<file path="src/rtl/pipeline_hazard_ctrl.sv">
// Stall/flush sequencer for the 5-stage pipeline: multi-cycle load-use bubbles,
// memory freeze with timeout trap. Optional statistics counters: HAZ_STATS_EN.
module pipeline_hazard_ctrl #(
    parameter int LOAD_USE_BUBBLES = 1,
    parameter int MEM_TIMEOUT      = 64
) (
    input  logic        clk_i,
    input  logic        rst_i,
    input  logic        ID_EX_MemRead_i,
    input  logic [4:0]  ID_EX_Rt_i,
    input  logic [4:0]  IF_ID_Rs_i,
    input  logic [4:0]  IF_ID_Rt_i,
    input  logic        Branch_taken_i,
    input  logic        dmem_stall_i,
    output logic        PCWrite_o,
    output logic        IF_IDWrite_o,
    output logic        IF_IDFlush_o,
    output logic        ctrl_sel_o,
    output logic        Pipe_en_o,
    output logic        error_o,
    output logic [15:0] lu_stall_cnt_o,
    output logic [15:0] mem_stall_cnt_o
);

    typedef enum logic [1:0] {
        ST_RUN      = 2'd0,
        ST_LU_STALL = 2'd1,
        ST_ERROR    = 2'd2
    } state_t;

    localparam logic [2:0] LP_BUB_LAST = 3'(LOAD_USE_BUBBLES - 1);
    localparam logic [9:0] LP_TO_LAST  = 10'(MEM_TIMEOUT - 1);
    localparam bit         LP_MULTI    = (LOAD_USE_BUBBLES > 1);

    state_t      r_state;
    state_t      w_state_nxt;
    logic [2:0]  r_bub_cnt;
    logic [2:0]  w_bub_cnt_nxt;
    logic [9:0]  r_to_cnt;
    logic [9:0]  w_to_cnt_nxt;
    logic        w_lu;
    logic        w_pc_we;
    logic        w_ifid_we;
    logic        w_ifid_flush;
    logic        w_ctrl_sel;
    logic        w_pipe_en;
    logic        w_error;

    // Load-use hazard: load in EX writes a register read by the instruction in ID.
    function automatic logic lu_hazard(input logic       mem_rd,
                                       input logic [4:0] ex_rt,
                                       input logic [4:0] id_rs,
                                       input logic [4:0] id_rt);
        return mem_rd && (ex_rt != 5'd0) && ((ex_rt == id_rs) || (ex_rt == id_rt));
    endfunction

    assign w_lu = lu_hazard(ID_EX_MemRead_i, ID_EX_Rt_i, IF_ID_Rs_i, IF_ID_Rt_i);

    // State, bubble counter and memory-timeout counter registers.
    always_ff @(posedge clk_i or negedge rst_i) begin
        if (!rst_i) begin
            r_state   <= ST_RUN;
            r_bub_cnt <= 3'd0;
            r_to_cnt  <= 10'd0;
        end else begin
            r_state   <= w_state_nxt;
            r_bub_cnt <= w_bub_cnt_nxt;
            r_to_cnt  <= w_to_cnt_nxt;
        end
    end

    // Next-state and Mealy output decode; reset forces the idle RUN decode.
    always_comb begin
        w_state_nxt   = r_state;
        w_bub_cnt_nxt = r_bub_cnt;
        w_to_cnt_nxt  = 10'd0;
        w_pc_we       = 1'b1;
        w_ifid_we     = 1'b1;
        w_ifid_flush  = 1'b0;
        w_ctrl_sel    = 1'b1;
        w_pipe_en     = 1'b1;
        w_error       = 1'b0;
        if (!rst_i) begin
            w_state_nxt   = ST_RUN;
            w_bub_cnt_nxt = 3'd0;
        end else begin
            case (r_state)
                ST_RUN, ST_LU_STALL: begin
                    if (dmem_stall_i) begin
                        w_pc_we      = 1'b0;
                        w_ifid_we    = 1'b0;
                        w_pipe_en    = 1'b0;
                        w_to_cnt_nxt = r_to_cnt + 10'd1;
                        if (r_to_cnt == LP_TO_LAST) begin
                            w_state_nxt = ST_ERROR;
                        end else begin
                            w_state_nxt = r_state;
                        end
                    end else if (r_state == ST_LU_STALL) begin
                        // Instruction in ID is stale here, so lu and branch are ignored.
                        w_pc_we    = 1'b0;
                        w_ifid_we  = 1'b0;
                        w_ctrl_sel = 1'b0;
                        if (r_bub_cnt == LP_BUB_LAST) begin
                            w_state_nxt   = ST_RUN;
                            w_bub_cnt_nxt = 3'd0;
                        end else begin
                            w_bub_cnt_nxt = r_bub_cnt + 3'd1;
                        end
                    end else if (w_lu) begin
                        w_pc_we    = 1'b0;
                        w_ifid_we  = 1'b0;
                        w_ctrl_sel = 1'b0;
                        if (LP_MULTI) begin
                            w_state_nxt   = ST_LU_STALL;
                            w_bub_cnt_nxt = 3'd1;
                        end else begin
                            w_state_nxt = ST_RUN;
                        end
                    end else if (Branch_taken_i) begin
                        w_ifid_flush = 1'b1;
                    end else begin
                        w_ifid_flush = 1'b0;
                    end
                end
                ST_ERROR: begin
                    w_pc_we     = 1'b0;
                    w_ifid_we   = 1'b0;
                    w_pipe_en   = 1'b0;
                    w_ctrl_sel  = 1'b0;
                    w_error     = 1'b1;
                    w_state_nxt = ST_ERROR;
                end
                default: begin
                    // An unreachable encoding is treated as a fault and parks the pipe.
                    w_pc_we     = 1'b0;
                    w_ifid_we   = 1'b0;
                    w_pipe_en   = 1'b0;
                    w_ctrl_sel  = 1'b0;
                    w_error     = 1'b1;
                    w_state_nxt = ST_ERROR;
                end
            endcase
        end
    end

    assign PCWrite_o    = w_pc_we;
    assign IF_IDWrite_o = w_ifid_we;
    assign IF_IDFlush_o = w_ifid_flush;
    assign ctrl_sel_o   = w_ctrl_sel;
    assign Pipe_en_o    = w_pipe_en;
    assign error_o      = w_error;

`ifdef HAZ_STATS_EN
    logic        w_run_like;
    logic        w_freeze;
    logic        w_lu_bubble;
    logic [15:0] r_lu_stall_cnt;
    logic [15:0] r_mem_stall_cnt;

    assign w_run_like  = rst_i && ((r_state == ST_RUN) || (r_state == ST_LU_STALL));
    assign w_freeze    = w_run_like && dmem_stall_i;
    assign w_lu_bubble = w_run_like && !dmem_stall_i && !w_ctrl_sel;

    // Saturating statistics counters, cleared only by reset.
    always_ff @(posedge clk_i or negedge rst_i) begin
        if (!rst_i) begin
            r_lu_stall_cnt  <= 16'd0;
            r_mem_stall_cnt <= 16'd0;
        end else begin
            if (w_lu_bubble && (r_lu_stall_cnt != 16'hFFFF)) begin
                r_lu_stall_cnt <= r_lu_stall_cnt + 16'd1;
            end else begin
                r_lu_stall_cnt <= r_lu_stall_cnt;
            end
            if (w_freeze && (r_mem_stall_cnt != 16'hFFFF)) begin
                r_mem_stall_cnt <= r_mem_stall_cnt + 16'd1;
            end else begin
                r_mem_stall_cnt <= r_mem_stall_cnt;
            end
        end
    end

    assign lu_stall_cnt_o  = r_lu_stall_cnt;
    assign mem_stall_cnt_o = r_mem_stall_cnt;
`else
    assign lu_stall_cnt_o  = 16'd0;
    assign mem_stall_cnt_o = 16'd0;
`endif

endmodule

</file>
<file path="config.mk">
export PLATFORM = sky130hd
export DESIGN_NAME = pipeline_hazard_ctrl
export DESIGN_NICKNAME = d
export VERILOG_FILES = /design/src/rtl/pipeline_hazard_ctrl.sv
export SDC_FILE = /design/constraint.sdc
export NUM_CORES = 1
export LEC_CHECK = 0
export ABC_CLOCK_PERIOD_IN_PS = 1740
export BUFFER_PORTS_ARGS = -buffer_cell sky130_fd_sc_hd__buf_2
export CAP_MARGIN = 15
export CORE_MARGIN = 4
export CORE_UTILIZATION = 28
export CTS_BUF_LIST = sky130_fd_sc_hd__clkbuf_8
export CTS_CLUSTER_SIZE = 40
export DETAILED_ROUTE_END_ITERATION = 8
export PLACE_DENSITY = 0.67
export SLEW_MARGIN = 20
export SYNTH_ARGS = -nofsm -noshare
export SYNTH_HDL_FRONTEND = slang
export SYNTH_SLANG_ARGS = --single-unit
</file>
<file path="constraint.sdc">
create_clock -name clk_i -period 1.74 [get_ports clk_i]
set_input_delay 0.087 -clock clk_i [delete_from_list [all_inputs] [get_ports clk_i]]
set_output_delay 0.087 -clock clk_i [all_outputs]
set_load 0.005 [all_outputs]
</file>
==> results.sh, run 1 <==
export IMPL_status="complete, no violations"
export IMPL_start_util_pct=29.6
export IMPL_power_density_nw_per_um2=615
export IMPL_grt_use_met1_pct=9.31
export IMPL_synth_edf_count=0
export IMPL_reg2reg_depth=5
export IMPL_syn_to_final_growth_pct=12.2
export IMPL_worstSkewPairLatency_ns=0.24
export IMPL_r2r_end="r_to_cnt[8]$_DFF_PN0_"
export IMPL_drive_gt1_share_pct=22.1
export IMPL_worst_endpoint_arrival_ns=1.51
export IMPL_cts_root_buf="clkbuf_8"
export IMPL_final_cells=180
export IMPL_die_w_um=65.0
export IMPL_synth_area_um2=910
export IMPL_synth_area_leaders="dfrtp_1 (30%), buf_4 (27%), xnor2_1 (14%)"
export IMPL_synthTopCellsByCount="buf_4 (33), xnor2_1 (15), dfrtp_1 (11)"
export IMPL_first_pass_iters=2
export IMPL_port_buffers=25
export IMPL_use_met3_pct=3.29
export IMPL_drv_slew=0
export IMPL_wl_per_cell_um=9.66
export IMPL_postCtsSetupBuffers=0
export IMPL_fin_crit_ns=1.60
export IMPL_leakagePower_nw=0.490
export IMPL_grt_pass1_vias=572
export IMPL_routed_via_density=3.79
export IMPL_syn_avg_cell_area_um2=8.50
export IMPL_period_share_pct=92.1
export IMPL_detail_route_wirelength_mm=1.74
export IMPL_synth_seq_cells=11
export IMPL_num_rows=20
export IMPL_clock_sinks=11
export IMPL_yosysSeqAreaShare_pct=30.3
export IMPL_crit_reg2reg_launch="r_to_cnt[0]$_DFF_PN0_"
export IMPL_yosysWarnings=0
export IMPL_vias=683
export IMPL_max_freq_ghz=0.624
export IMPL_ir_worst_vdd_mv=0.282
export IMPL_diodes=0
export IMPL_critPathMaxFanout=15
export IMPL_critPathCaptureType="output port"
export IMPL_grt_first_pass_wirelength_mm=2.51
export IMPL_n_fill_cell=347
export IMPL_fin_tns_setup_ns=0
export IMPL_drv_cap=0
export IMPL_grt_max_degree=16
export IMPL_hold_path_class="in2reg"
export IMPL_track_usage_pct=7.73
export IMPL_seq_area_um2=275
export IMPL_multi_input_area_um2=495
export IMPL_cts_tree="yes"
export IMPL_layout_setup_ws_ns=0.138
export IMPL_ff2ff_setup_slack_ns=0.42
export IMPL_core_um2=3080
export IMPL_grt_busiest_layer="met2"
export IMPL_hold_violations=0
export IMPL_clock_path_buffers=2
export IMPL_path_class="in2out"
export IMPL_antenna_found_initial=0
export IMPL_netlist_instances=107
export IMPL_async_reset_ff_share_pct=100
export IMPL_yosysTopAreaCell="dfrtp_1"
export IMPL_whs_endpoint="r_to_cnt[1]$_DFF_PN0_"
export IMPL_nets=158
export IMPL_globalRouteOverflowTotal=0
export IMPL_start_kind="input port"
export IMPL_rsz0062_at_grt="no"
export IMPL_cts_inserted_buffers=3
export IMPL_htreeDepth=1
export IMPL_path_clk_slew_ns=0.05
export IMPL_gp_congestion=0.741
export IMPL_ys_flop_type="dfrtp_1"
export IMPL_dp_cells=175
export IMPL_use_met2_pct=11.6
export IMPL_min_path_cells=2
export IMPL_die_h_um=65.0
export IMPL_drc=0
export IMPL_ant_nets=0
export IMPL_setup_viol=0
export IMPL_cp_required_ns=1.65
export IMPL_dpl_hpwl_mm=1.44
export IMPL_synth_most_common_cell="buf_4"
export IMPL_worstHoldStart="dmem_stall_i"
export IMPL_synth_top_cell_area_share_pct=30.3
export IMPL_die_area_um2=4220
export IMPL_fin_skew_ns=0.00107
export IMPL_drtIter0Drc=9
export IMPL_pre_cts_ws_ns=0.339
export IMPL_io_pin_count=58
export IMPL_synth_distinct_cells=23
-- worst max-delay path, stage by stage --
cell and delay, ns:
dlygate4sd3_1 0.52, buf_2 0.13, buf_4 0.19, o21ai_0 0.17, inv_1 0.07, a31oi_1 0.18, buf_2 0.15
-- metrics by stage --
| stage | hold WS (ns) | utilization [%] | instance area (µm²) | power (mW) |
|---|---|---|---|---|
| after floorplan | -0.209 | - | 1030 | 0.381 |
| after global placement | 0.0681 | 31.4 | 966 | 0.378 |
| after detailed placement | 0.0670 | 31.4 | 966 | 0.379 |
| after CTS | 0.129 | 33.2 | 1020 | 0.636 |
| after global routing | 0.139 | 33.2 | 1020 | 0.667 |
| final | 0.137 | 33.2 | 1020 | 0.627 |
-- routing by layer --
| layer | up-vias | wire length [µm] |
|---|---|---|
| met5 | - | 0 |
| met4 | 0 | 14 |
| met3 | 2 | 282 |
| met2 | 41 | 712 |
| met1 | 300 | 728 |
| li1 | 340 | - |
-- how the worst max path moves through the flow --
| stage | start | end | slack, ns | depth (start not counted) |
|---|---|---|---|---|
| after floorplan | ID_EX_Rt_i[1] | PCWrite_o | 0.48 | 4 |
| after global placement | ID_EX_Rt_i[1] | IF_IDWrite_o | 0.40 | 5 |
| after detailed placement | ID_EX_Rt_i[1] | PCWrite_o | 0.34 | 5 |
| after CTS | rst_i | PCWrite_o | 0.13 | 7 |
| after global routing | rst_i | PCWrite_o | 0.03 | 7 |
| final | rst_i | PCWrite_o | 0.14 | 7 |
-- cell usage in the layout (no fill, tap or decap), types with 3 or more instances in the layout --
cell / netlist / layout
conb_1: 1 / 32
a21oi_1: 3 / 3
xnor2_1: 15 / 15
nor2_1: 10 / 10
clkbuf_8: 0 / 3
nand2_1: 8 / 8
nand3_1: 6 / 6
dfrtp_1: 11 / 11
buf_2: 0 / 25
inv_1: 2 / 3
-- logic make-up (layout without fill, tap and decap cells) --
group	Yosys count	count (layout)	synth area share, %
fa+ha+maj	1	1	1.38
flops	11	11	30.3
other cells	1	32	0.412
buf+inv	35	33	28.1
compound gates	9	9	6.74
simple gates	33	33	16.8
xor+xnor	17	17	16.4
-- report_power, final --
part / switching (mW) / total (mW) / internal (mW)
Clock: 0.0949 / 0.250 / 0.155
Combinational: 0.0653 / 0.115 / 0.0493
Sequential: 0.00299 / 0.263 / 0.260
-- area by class of cell --
| type | instances | area share (%) |
|---|---|---|
| flip-flops and latches | 11 | 27.0 |
| multi-input cells | 92 | 48.5 |
| repair buffers | 27 | 14.0 |
| clock buffers | 3 | 4.04 |
| inverters | 2 | 0.735 |
| clock inverters | 1 | 0.368 |
| well taps | 44 | 5.39 |
-- timing repair --
action / in CTS / in global routing
gates resized for setup: 0 / 0
hold buffers: 1 / 0
hold endpoints to repair: 11 / 0
-- registers in the layout, summed over array words and instances (netlist names) --
name and flops:
r_state 1, r_to_cnt 10
Power figures use the tool's default switching activity.
==> inputs of run 2 (changes only) <==
--- a/config.mk
+++ b/config.mk
@@ -10,7 +10,6 @@
 export CAP_MARGIN = 15
 export CORE_MARGIN = 4
 export CORE_UTILIZATION = 28
-export CTS_BUF_LIST = sky130_fd_sc_hd__clkbuf_8
 export CTS_CLUSTER_SIZE = 40
 export DETAILED_ROUTE_END_ITERATION = 8
 export PLACE_DENSITY = 0.67
==> results.sh, run 2 (synthesis gave the netlist of run 1 again) <==
export IMPL_antenna_found_initial=0
export IMPL_layout_common_cells="conb_1 (32), buf_2 (25), xnor2_1 (15)"
export IMPL_top_regs="r_to_cnt (10), r_state (1)"
export IMPL_pre_cts_ws_ns=0.339
export IMPL_drc=0
export IMPL_final_common_cell="conb_1"
export IMPL_max_freq_ghz=0.620
export IMPL_die_h_um=65.0
export IMPL_power_density_nw_per_um2=554
export IMPL_vias=682
export IMPL_path_buf_inv=5
export IMPL_drv_cap=0
export IMPL_htreeDepth=1
export IMPL_critPathCaptureType="output port"
export IMPL_grt_first_pass_wirelength_mm=2.50
export IMPL_drv_slew=0
export IMPL_path_clk_slew_ns=0.07
export IMPL_leakagePower_nw=0.478
export IMPL_r2r_end="r_to_cnt[8]$_DFF_PN0_"
export IMPL_diodes=0
export IMPL_hold_path_class="in2reg"
export IMPL_use_met2_pct=11.5
export IMPL_cp_common_cell="buf_2"
export IMPL_clock_sinks=11
export IMPL_routed_via_density=3.79
export IMPL_fin_skew_ns=0.00444
export IMPL_detail_route_wirelength_mm=1.75
export IMPL_period_share_pct=92.7
export IMPL_gp_congestion=0.741
export IMPL_die_area_um2=4220
export IMPL_worst_path_max_delay_cell="dlygate4sd3_1"
export IMPL_fin_crit_ns=1.61
export IMPL_crit_family="buffers and inverters"
export IMPL_io_pin_count=58
export IMPL_worstSkewPairLatency_ns=0.27
export IMPL_top_register="r_to_cnt"
export IMPL_ir_worst_vdd_mv=0.225
export IMPL_grt_busiest_layer="met2"
export IMPL_rsz0062_at_grt="no"
export IMPL_grt_use_met1_pct=9.31
export IMPL_ant_nets=0
export IMPL_cts_root_buf="clkbuf_4"
export IMPL_globalRouteOverflowTotal=0
export IMPL_setup_viol=0
export IMPL_ff2ff_setup_slack_ns=0.41
export IMPL_num_rows=20
export IMPL_postCtsSetupBuffers=0
export IMPL_die_w_um=65.0
export IMPL_critPathMaxFanout=15
export IMPL_post_cts_resized=0
export IMPL_clock_path_buffers=2
export IMPL_port_buffers=25
export IMPL_slowest_delay_ns=0.52
export IMPL_start_util_pct=29.6
export IMPL_whs_endpoint="r_to_cnt[1]$_DFF_PN0_"
export IMPL_dpl_hpwl_mm=1.44
export IMPL_nets=158
export IMPL_start_kind="input port"
export IMPL_cp_required_ns=1.65
export IMPL_fin_tns_setup_ns=0
export IMPL_cts_inserted_buffers=3
export IMPL_drive_gt1_share_pct=22.1
export IMPL_status="complete, no violations"
export IMPL_worstHoldStart="dmem_stall_i"
export IMPL_hold_violations=0
export IMPL_use_met3_pct=3.29
export IMPL_largest_reg_flops=10
export IMPL_path_class="in2out"
export IMPL_reg2reg_depth=5
export IMPL_worst_endpoint_arrival_ns=1.53
export IMPL_core_um2=3080
export IMPL_wl_per_cell_um=9.73
export IMPL_track_usage_pct=7.69
export IMPL_drtIter0Drc=15
export IMPL_cts_tree="yes"
export IMPL_grt_pass1_vias=569
export IMPL_layout_setup_ws_ns=0.126
export IMPL_crit_reg2reg_launch="r_to_cnt[0]$_DFF_PN0_"
export IMPL_grt_max_degree=16
export IMPL_crit_chain="dlygate4sd3_1 -> buf_2 -> buf_4 -> o21ai_0 -> inv_1 -> a31oi_1 -> buf_2"
export IMPL_first_pass_iters=2
export IMPL_min_path_cells=2
export IMPL_syn_to_final_growth_pct=10.2
[run 2: cell count changes in the layout (fill, tap and decap cells not counted), sizes merged]
cell | previous run | this run
inv | 3 | 2
clkbuf | 3 | 4
[run 2: metrics by stage]
stage | hold slack [ns] | power (mW) | utilization [%] | cell area, µm² | std cells
finish | 0.103 | 0.555 | 32.6 | 1000 | 180
detailed placement | 0.0670 | 0.379 | 31.4 | 966 | 175
global placement | 0.0681 | 0.378 | 31.4 | 966 | 175
CTS | 0.0914 | 0.561 | 32.6 | 1000 | 180
floorplan | -0.209 | 0.381 | - | 1030 | 138
global route | 0.0992 | 0.589 | 32.6 | 1000 | 180
[run 2: report_power, final]
| group | total (mW) | leakage [nW] | switching, mW | internal [mW] |
|---|---|---|---|---|
| Sequential | 0.262 | 0.152 | 0.00301 | 0.259 |
| Combinational | 0.115 | 0.312 | 0.0655 | 0.0493 |
| Clock | 0.178 | 0.0150 | 0.0895 | 0.0888 |
| Total | 0.555 | 0.478 | 0.158 | 0.397 |
[run 2: routing by layer]
layer,up-vias,wire [µm]
met5,-,0
met4,0,0
met3,0,277
met2,39,722
met1,303,750
li1,340,-
[run 2: area by class of cell]
type,count,area (µm²)
clock buffers,4,26.3
flip-flops and latches,11,275
inverters,2,7.51
well taps,44,55.1
repair buffers,27,143
fillers,346,2080
multi-input cells,92,495
[run 2: worst max path at each step]
stage	from	endpoint	slack, ns	cells after the start
2_1_floorplan	ID_EX_Rt_i[1]	PCWrite_o	0.48	4
3_3_place_gp	ID_EX_Rt_i[1]	IF_IDWrite_o	0.40	5
3_5_place_dp	ID_EX_Rt_i[1]	PCWrite_o	0.34	5
4_1_cts	rst_i	PCWrite_o	0.13	7
5_1_grt	rst_i	PCWrite_o	0.03	7
6_report	rst_i	PCWrite_o	0.13	7
[run 2: timing repair]
item	in CTS	in global routing
setup endpoints to repair	0	0
hold buffers	1	0
endpoints found under the hold margin	11	0
[run 2: worst register-to-register path: stages, from the launching register on]
cell	delay, ns
dfrtp_1	0.39
ha_1	0.20
nand3_1	0.16
nor3_1	0.27
xnor2_1	0.15
nor2_1	0.05
==> inputs of run 3 (changes only) <==
--- a/config.mk
+++ b/config.mk
@@ -13,6 +13,7 @@
 export CTS_CLUSTER_SIZE = 40
 export DETAILED_ROUTE_END_ITERATION = 8
 export PLACE_DENSITY = 0.67
+export SETUP_SLACK_MARGIN = 0.4
 export SLEW_MARGIN = 20
 export SYNTH_ARGS = -nofsm -noshare
 export SYNTH_HDL_FRONTEND = slang
==> results.sh, run 3 (synthesis gave the netlist of run 1 again) <==
export IMPL_total_power_mw=0.565
export IMPL_hold_violations=0
export IMPL_power_switching_mw=0.159
export IMPL_critPathMaxFanout=3
export IMPL_path_clk_slew_ns=0.07
export IMPL_clock_sinks=11
export IMPL_whs_ns=0.117
export IMPL_top_regs="r_to_cnt (10), r_state (1)"
export IMPL_diodes=0
export IMPL_clkPwrFrac_pct=30.9
export IMPL_die_w_um=65.0
export IMPL_status="complete, no violations"
export IMPL_drtIter0Drc=16
export IMPL_seq_power_share_pct=46.5
export IMPL_die_h_um=65.0
export IMPL_vias=701
export IMPL_fin_skew_ns=0.00155
export IMPL_top_register="r_to_cnt"
export IMPL_detail_route_wirelength_mm=1.90
export IMPL_cts_inserted_buffers=3
export IMPL_drc=0
export IMPL_drv_cap=0
export IMPL_final_cells=182
export IMPL_antenna_found_initial=0
export IMPL_syn_to_final_growth_pct=15.3
export IMPL_max_freq_ghz=0.730
export IMPL_core_um2=3080
export IMPL_start_util_pct=29.6
export IMPL_power_density_nw_per_um2=539
export IMPL_gp_congestion=0.741
export IMPL_dpl_hpwl_mm=1.44
export IMPL_layout_common_cells="conb_1 (32), buf_2 (23), xnor2_1 (15)"
export IMPL_grt_pass1_vias=589
export IMPL_n_fill_cell=340
export IMPL_cts_root_buf="clkbuf_4"
export IMPL_start_kind="input port"
export IMPL_htreeDepth=1
export IMPL_setup_viol=0
export IMPL_hold_path_class="in2reg"
export IMPL_path_class="in2out"
export IMPL_routed_via_density=3.85
export IMPL_grt_first_pass_wirelength_mm=2.70
export IMPL_clock_path_buffers=2
export IMPL_worstSkewPairLatency_ns=0.27
export IMPL_combPwrFrac_pct=22.6
export IMPL_rsz0062_at_grt="yes"
export IMPL_worst_pin_slew_ns=0.524
export IMPL_dp_cells=175
export IMPL_period_share_pct=78.8
export IMPL_globalRouteOverflowTotal=0
export IMPL_grt_max_degree=12
export IMPL_multi_input_area_um2=510
export IMPL_critPathCaptureType="output port"
export IMPL_seq_area_um2=275
export IMPL_nets=160
export IMPL_port_buffers=25
export IMPL_first_pass_iters=2
export IMPL_layout_setup_ws_ns=0.370
export IMPL_pre_cts_ws_ns=0.339
export IMPL_final_common_cell="conb_1"
export IMPL_track_usage_pct=8.42
export IMPL_worst_endpoint_arrival_ns=1.28
export IMPL_ir_worst_vdd_mv=0.218
export IMPL_ant_nets=0
export IMPL_die_area_um2=4220
export IMPL_timing_slew_headroom_pct=64.9
export IMPL_leakagePower_nw=0.497
export IMPL_cts_tree="yes"
export IMPL_wl_per_cell_um=10.4
export IMPL_cp_required_ns=1.65
export IMPL_fin_tns_setup_ns=0
export IMPL_fin_crit_ns=1.37
export IMPL_drive_gt1_share_pct=26.1
export IMPL_io_pin_count=58
export IMPL_intPower_mw=0.406
export IMPL_num_rows=20
export IMPL_drv_slew=0
export IMPL_largest_reg_flops=10
export IMPL_p_sw_share_pct=28.2
run 3: cell count changes in the layout (fill, tap and decap cells not counted), sizes merged:
cell,delta
buf,+2
run 3: through the flow:
stage / instance area [µm²] / util, %
after floorplan: 1030 / -
after global placement: 966 / 31.4
after detailed placement: 966 / 31.4
after CTS: 1030 / 33.5
after global routing: 1050 / 34.1
final: 1050 / 34.1
run 3: cell type report:
type	instances	share of cell area, %
inverter	2	0.716
multi-input combinational	92	48.7
timing repair buffer	29	16.6
tap	44	5.25
clock buffer	4	2.51
sequential	11	26.3
run 3: power groups by stage:
stage,combinational [mW],clock [mW],sequential [mW]
global route,0.142,0.201,0.263
global placement,0.111,0,0.267
finish,0.127,0.175,0.263
CTS,0.121,0.185,0.262
floorplan,0.114,0,0.267
detailed placement,0.111,0,0.267
run 3: final timing paths:
path / to / from / slack [ns] / cells past startpoint
max: PCWrite_o / ID_EX_Rt_i[4] / 0.37 / 5
min: r_to_cnt[1]$_DFF_PN0_ / dmem_stall_i / 0.12 / 2
max reg2reg: r_to_cnt[6]$_DFF_PN0_ / r_to_cnt[0]$_DFF_PN0_ / 0.46 / 5
min reg2reg: r_to_cnt[0]$_DFF_PN0_ / r_to_cnt[0]$_DFF_PN0_ / 0.49 / 1
max in group asynchronous: r_to_cnt[2]$_DFF_PN0_ / rst_i / 0.90 / 3
min in group asynchronous: r_to_cnt[8]$_DFF_PN0_ / rst_i / 0.49 / 3
run 3: critical path, stage by stage:
cell,delay (ns)
buf_8,0.10
or4_4,0.51
o21a_1,0.22
a31oi_1,0.22
buf_2,0.15
run 3: what timing repair did:
| item | CTS | global route |
|---|---|---|
| hold buffers | 1 | 0 |
| endpoints found under the hold margin | 11 | 0 |
| setup endpoints to repair | 3 | 6 |
| gates resized for setup | 7 | 3 |
| pin swaps | 4 | 4 |
| buffers inserted | 1 | 1 |
run 3: routing by layer:
layer,wire [µm],vias up,track usage [%]
met4,0,0,3.96
met3,275,0,3.29
met1,804,315,10.8
li1,-,347,-
met2,819,39,12.3
met5,0,-,0
